`config.mk`:
```
export PLATFORM = sky130hd
export DESIGN_NAME = modulo_controlador_partida
export DESIGN_NICKNAME = d
export VERILOG_FILES = /design/src/rtl/modulo_controlador_partida.sv
export SDC_FILE = /design/constraint.sdc
export NUM_CORES = 1
export LEC_CHECK = 0
export ABC_AREA = 1
export BUFFER_PORTS_ARGS = -buffer_cell sky130_fd_sc_hd__buf_2
export CORE_ASPECT_RATIO = 1.1
export CORE_MARGIN = 2
export CORE_UTILIZATION = 47
export DETAILED_ROUTE_END_ITERATION = 10
export GPL_ROUTABILITY_DRIVEN = 0
export HOLD_SLACK_MARGIN = 0.15
export PLACE_DENSITY = 0.8
export SYNTH_ARGS = -nofsm -noshare
export SYNTH_HDL_FRONTEND = slang
export SYNTH_SLANG_ARGS = --single-unit
```
`constraint.sdc`:
```
create_clock -name clk -period 4.58 [get_ports clk]
set_clock_uncertainty 0.1 [all_clocks]
set_input_delay 0.916 -clock clk [delete_from_list [all_inputs] [get_ports clk]]
set_output_delay 0.916 -clock clk [all_outputs]
set_load 0.05 [all_outputs]
```
`src/rtl/modulo_controlador_partida.sv`:
```
// Game-phase sequencer: debounces the confirm button, runs IDLE/POSICIONAR/ATAQUE/FIM, strobes matrix loads, scores the game.
// Optional ATAQUE shot timeout is compiled in with CONTROLADOR_PARTIDA_TIMEOUT_EN.
module modulo_controlador_partida #(
    parameter int MAX_SHOTS     = 12,
    parameter int HIT_TARGET    = 5,
    parameter int DEB_TICKS     = 4,
    parameter int TIMEOUT_TICKS = 200
) (
    input  logic       clk,
    input  logic       clr,
    input  logic       tick,
    input  logic       button_clk,
    input  logic [1:0] hh1,
    input  logic [5:0] hh2,
    input  logic       po_hit,
    input  logic       at_done,
    output logic [1:0] state,
    output logic       po_load,
    output logic       at_load,
    output logic [5:0] at_addr,
    output logic       hit_pulse,
    output logic [3:0] hits,
    output logic [3:0] shots_left,
    output logic       game_over,
    output logic [1:0] result,
    output logic       err
);
    typedef enum logic [1:0] {IDLE = 2'b00, POSICIONAR = 2'b01, ATAQUE = 2'b10, FIM = 2'b11} state_t;

    localparam logic [3:0] MAX_S = 4'(MAX_SHOTS);
    localparam logic [3:0] HIT_T = 4'(HIT_TARGET);

    logic [1:0] sync_q;
    logic       deb_q, deb_prev_q;
    logic [3:0] deb_cnt_q;
    logic       press;

    state_t     state_q, state_d;
    logic       placed_q, placed_d;
    logic [3:0] hits_q, hits_d, shots_q, shots_d;
    logic [1:0] result_q, result_d;
    logic [5:0] at_addr_q, at_addr_d;
    logic       po_load_q, po_load_d, at_load_q, at_load_d;
    logic       hit_q, hit_d, err_q, err_d;
    logic       shot_ok, timeout_fire;

    always_ff @(posedge clk) begin
        if (clr) begin
            sync_q     <= 2'b00;
            deb_q      <= 1'b0;
            deb_prev_q <= 1'b0;
            deb_cnt_q  <= 4'd0;
        end else begin
            sync_q     <= {sync_q[0], button_clk};
            deb_prev_q <= deb_q;
            if (tick) begin
                // Level flips only after DEB_TICKS disagreeing samples in a row
                if (sync_q[1] != deb_q) begin
                    if (deb_cnt_q == 4'(DEB_TICKS - 1)) begin
                        deb_q     <= ~deb_q;
                        deb_cnt_q <= 4'd0;
                    end else begin
                        deb_cnt_q <= deb_cnt_q + 4'd1;
                    end
                end else begin
                    deb_cnt_q <= 4'd0;
                end
            end
        end
    end

    assign press = deb_q & ~deb_prev_q;

`ifdef CONTROLADOR_PARTIDA_TIMEOUT_EN
    logic [7:0] to_cnt_q, to_cnt_d;

    always_comb begin
        to_cnt_d     = to_cnt_q;
        timeout_fire = 1'b0;
        if (state_q != ATAQUE || shot_ok) begin
            to_cnt_d = 8'd0;
        end else if (tick) begin
            if (to_cnt_q == 8'(TIMEOUT_TICKS - 1)) begin
                to_cnt_d     = 8'd0;
                timeout_fire = 1'b1;
            end else begin
                to_cnt_d = to_cnt_q + 8'd1;
            end
        end
    end

    always_ff @(posedge clk) begin
        if (clr) to_cnt_q <= 8'd0;
        else     to_cnt_q <= to_cnt_d;
    end
`else
    assign timeout_fire = 1'b0;
`endif

    always_comb begin
        state_d   = state_q;
        placed_d  = placed_q;
        hits_d    = hits_q;
        shots_d   = shots_q;
        result_d  = result_q;
        at_addr_d = at_addr_q;
        po_load_d = 1'b0;
        at_load_d = 1'b0;
        hit_d     = 1'b0;
        err_d     = 1'b0;
        shot_ok   = 1'b0;
        if (press) begin
            case (state_q)
                IDLE: begin
                    if (hh1 == 2'b01) state_d = POSICIONAR;
                    else              err_d   = 1'b1;
                end
                POSICIONAR: begin
                    case (hh1)
                        2'b01: begin
                            po_load_d = 1'b1;
                            placed_d  = 1'b1;
                        end
                        2'b10: begin
                            if (placed_q) state_d = ATAQUE;
                            else          err_d   = 1'b1;
                        end
                        2'b00:   state_d = IDLE;
                        default: err_d   = 1'b1;
                    endcase
                end
                ATAQUE: begin
                    if (hh1 != 2'b10 || hh2[5:3] > 3'd6 || hh2[2:0] > 3'd4 || at_done) begin
                        err_d = 1'b1;
                    end else begin
                        shot_ok   = 1'b1;
                        at_load_d = 1'b1;
                        at_addr_d = hh2;
                        if (shots_q != 4'd0) shots_d = shots_q - 4'd1;
                        if (po_hit) begin
                            hit_d = 1'b1;
                            if (hits_q != HIT_T) hits_d = hits_q + 4'd1;
                        end
                    end
                end
                FIM: begin
                    if (hh1 == 2'b00) begin
                        state_d  = IDLE;
                        hits_d   = 4'd0;
                        shots_d  = MAX_S;
                        result_d = 2'b00;
                        placed_d = 1'b0;
                    end else begin
                        err_d = 1'b1;
                    end
                end
                default: state_d = IDLE;
            endcase
        end
        // A forfeited shot only applies when no real shot was taken this cycle
        if (timeout_fire && !shot_ok) begin
            err_d = 1'b1;
            if (shots_q != 4'd0) shots_d = shots_q - 4'd1;
        end
        if (state_q == ATAQUE && (shot_ok || timeout_fire)) begin
            if (hits_d == HIT_T) begin
                state_d  = FIM;
                result_d = 2'b01;
            end else if (shots_d == 4'd0) begin
                state_d  = FIM;
                result_d = 2'b10;
            end
        end
    end

    always_ff @(posedge clk) begin
        if (clr) begin
            state_q   <= IDLE;
            placed_q  <= 1'b0;
            hits_q    <= 4'd0;
            shots_q   <= MAX_S;
            result_q  <= 2'b00;
            at_addr_q <= 6'd0;
            po_load_q <= 1'b0;
            at_load_q <= 1'b0;
            hit_q     <= 1'b0;
            err_q     <= 1'b0;
        end else begin
            state_q   <= state_d;
            placed_q  <= placed_d;
            hits_q    <= hits_d;
            shots_q   <= shots_d;
            result_q  <= result_d;
            at_addr_q <= at_addr_d;
            po_load_q <= po_load_d;
            at_load_q <= at_load_d;
            hit_q     <= hit_d;
            err_q     <= err_d;
        end
    end

    assign state      = state_q;
    assign po_load    = po_load_q;
    assign at_load    = at_load_q;
    assign at_addr    = at_addr_q;
    assign hit_pulse  = hit_q;
    assign hits       = hits_q;
    assign shots_left = shots_q;
    assign game_over  = (state_q == FIM);
    assign result     = result_q;
    assign err        = err_q;
endmodule

```
==> out/metrics.csv <==
stage,metric,value,unit
cts,clkLatencyLatePin,0.35,ns
power_and_ir_drop,ir_drop,131,µV
detailed_routing,vias,1692,
yosys,synth-seq-cells,31,
cts,postCtsHoldBufs,0,
cts,cts_root_buf,clkbuf_4,
sta,setup_ws,2.26,ns
sta,timing_hold_violations_final,0,
global_route,grt_use_total,21.6,%
finish,area_growth,16.4,%
place,place_inst,333,
finish,multi_input_area,892,µm²
finish,fin_nets,310,
finish,insertedDiodeCount,0,
critical_path,cp-end-kind,output pin,
place,placedInstanceArea,0.00189,mm²
sta,tightest_slew,0.458,ns
sta,rsz0062_at_grt,false,
critical_path,reg2reg_to,result[1],
finish,drive_above_1_share,21.8,%
cts,postCtsSetupBuffers,0,
sta,drv_slew,0,
floorplan,num_io_pins,37,
critical_path,r2r-start,state[1],
finish,fin_area,0.00195,mm²
sta,setup_tns,0,ns
detailed_routing,wire_per_inst,11.4,µm
detailed_routing,via_per_inst,4.96,
min_path,hold_end,sync_q[1],
yosys,syn-num-nets,271,
cts,h-tree-depth,2,
power_and_ir_drop,leakage,0.966,nW
place,dpl.hpwl,2920,µm
yosys,syn-cell-area,0.00167,mm²
floorplan,core_area,0.00336,mm²
critical_path,crit_required,3.56,ns
critical_path,cp_data_arrival_time,1.31,ns
sta,finalCritPeriodShare,50.7,%
min_path,hold_path_startpoint,sync_q[0],
place,dp_slack,2.07,ns
cts,clock_sinks,31,
cts,cts_tree,done,
yosys,ys_types,28,
floorplan,die_x,60.9,µm
global_route,grt_overflow,0,
detailed_routing,drtPass1Iterations,4,
finish,num-fill-cells,341,
yosys,ys.flop_type,dfxtp_1,
yosys,synthArstFlopShare,0,%
min_path,hold_class,reg2reg,
detailed_routing,drt-total-wl,3890,µm
cts,cts-buffers-inserted,5,
global_route,antenna_found_initial,0,
yosys,yosys_warnings,0,
critical_path,rrSetupSlack,2.70,ns
finish,layoutNonFillerInstCount,341,
floorplan,fp-row-count,22,
global_route,grt_max_degree,18,
power_and_ir_drop,powerDensity,234,mW/mm²
sta,timing.final.crit_period,2.32,ns
critical_path,startpoint_type,flip-flop,
power_and_ir_drop,p_total,0.456,mW
cts,cts_resized,0,
finish,final_common_cell,nand2_1,
finish,final-seq-area,621,µm²
yosys,seq_area_frac_synth,37.1,%
floorplan,die_area,0.00405,mm²
floorplan,initial_core_util,49.8,%
global_route,grt_pass1_vias,1539,
cts,cts_max_path_buffers,2,
critical_path,rr_worst_depth,10,
detailed_routing,antenna_left,0,
detailed_routing,drcViolationCount,0,
yosys,postSynthAreaPerCell,6.61,µm²
sta,relSlewSlack,69.5,%
global_route,grt_pass1_wl,6440,µm
min_path,hold_depth,2,
place,io_buffers,36,
cts,cts.clk_slew.worst_paths,0.11,ns
sta,hold_ws,0.308,ns
floorplan,die_h,66.5,µm
sta,fmaxAchievable,431,MHz
finish,postLayoutCoreUtil,57.9,%
flow_run,drv_cap,0,
yosys,synth_edf_count,0,
finish,layout_common_cells,"58 x nand2_1, 37 x nor2_1, 36 x buf_2",
critical_path,critPathMaxFanout,6,
yosys,syn_inst,253,
outcome,status,"finished, final reports clean",
sta,setup_violations,0,
detailed_routing,first_iter_violations,48,
critical_path,worstSetupPathType,reg2out,
==> report_power, final <==
group | leakage [nW] | switching [mW] | internal [mW]
Combinational | 0.688 | 0.0176 | 0.00832
Sequential | 0.250 | 0.000659 | 0.271
Clock | 0.0282 | 0.0995 | 0.0591
Total | 0.966 | 0.118 | 0.338
==> layout make-up <==
type	instances	share of cell area (%)
Multi-Input combinational cell	181	45.9
Sequential cell	31	31.9
Tap cell	48	3.09
Clock inverter	2	0.643
Inverter	37	7.14
Clock buffer	6	2.12
Timing Repair Buffer	36	9.26
==> critical path: stages, from the launching register on <==
cell     delay [ns]
dfxtp_1        0.48
nand2_1        0.09
inv_1          0.12
buf_2          0.28
==> synth_stat cells (2+ instances only) <==
cell type / n / area, µm²
nand2_1: 58 / 218
nor2_1: 37 / 139
inv_1: 33 / 124
dfxtp_1: 31 / 621
nand3_1: 25 / 125
a21oi_1: 14 / 70.1
o21ai_0: 11 / 55.1
nand2_2: 5 / 31.3
nor2_2: 5 / 31.3
ha_1: 4 / 50.1
inv_2: 4 / 15.0
nor2_4: 4 / 45.0
o22ai_1: 3 / 18.8
xnor2_1: 3 / 26.3
clkbuf_1: 2 / 7.51
o21ai_1: 2 / 10.0
==> per-layer routing <==
| metal | global-route usage [%] | vias to the layer above | wire (µm) |
|---|---|---|---|
| li1 | - | 872 | - |
| met2 | 34.7 | 60 | 1790 |
| met1 | 25.4 | 753 | 1720 |
| met4 | 10.9 | 0 | 87 |
| met3 | 6.80 | 7 | 293 |
| met5 | 0 | - | 0 |
==> how the worst max path moves through the flow <==
stage | to | slack [ns] | depth (start not counted) | startpoint
2_1_floorplan | game_over | 2.38 | 2 | state[0]
3_3_place_gp | result[1] | 2.10 | 12 | hh1[0]
3_5_place_dp | result[1] | 2.07 | 12 | hh1[0]
4_1_cts | game_over | 2.26 | 3 | state[0]
5_1_grt | game_over | 2.14 | 3 | state[0]
6_report | game_over | 2.26 | 3 | state[0]
==> registers in the layout, indices dropped and copies added (netlist names) <==
name / count
sync_q: 2
deb_q: 1
err: 1
po_load: 1
at_addr: 6
hit_pulse: 1
hits: 4
shots_left: 4
state: 2
deb_cnt_q: 4
placed_q: 1
deb_prev_q: 1
at_load: 1
result: 2
==> cells by family (layout without fill, tap and decap cells) <==
family | count (synthesis) | after routing | synth area share [%]
xor gates and xnor gates | 4 | 4 | 2.10
buffers and inverters | 41 | 81 | 9.51
and+or+nand+nor | 141 | 141 | 38.1
AOI/OAI and AO/OA | 32 | 32 | 10.2
adders and majority gates | 4 | 4 | 2.99
DFF | 31 | 31 | 37.1
Note: power is estimated with default switching activity, not from simulation.
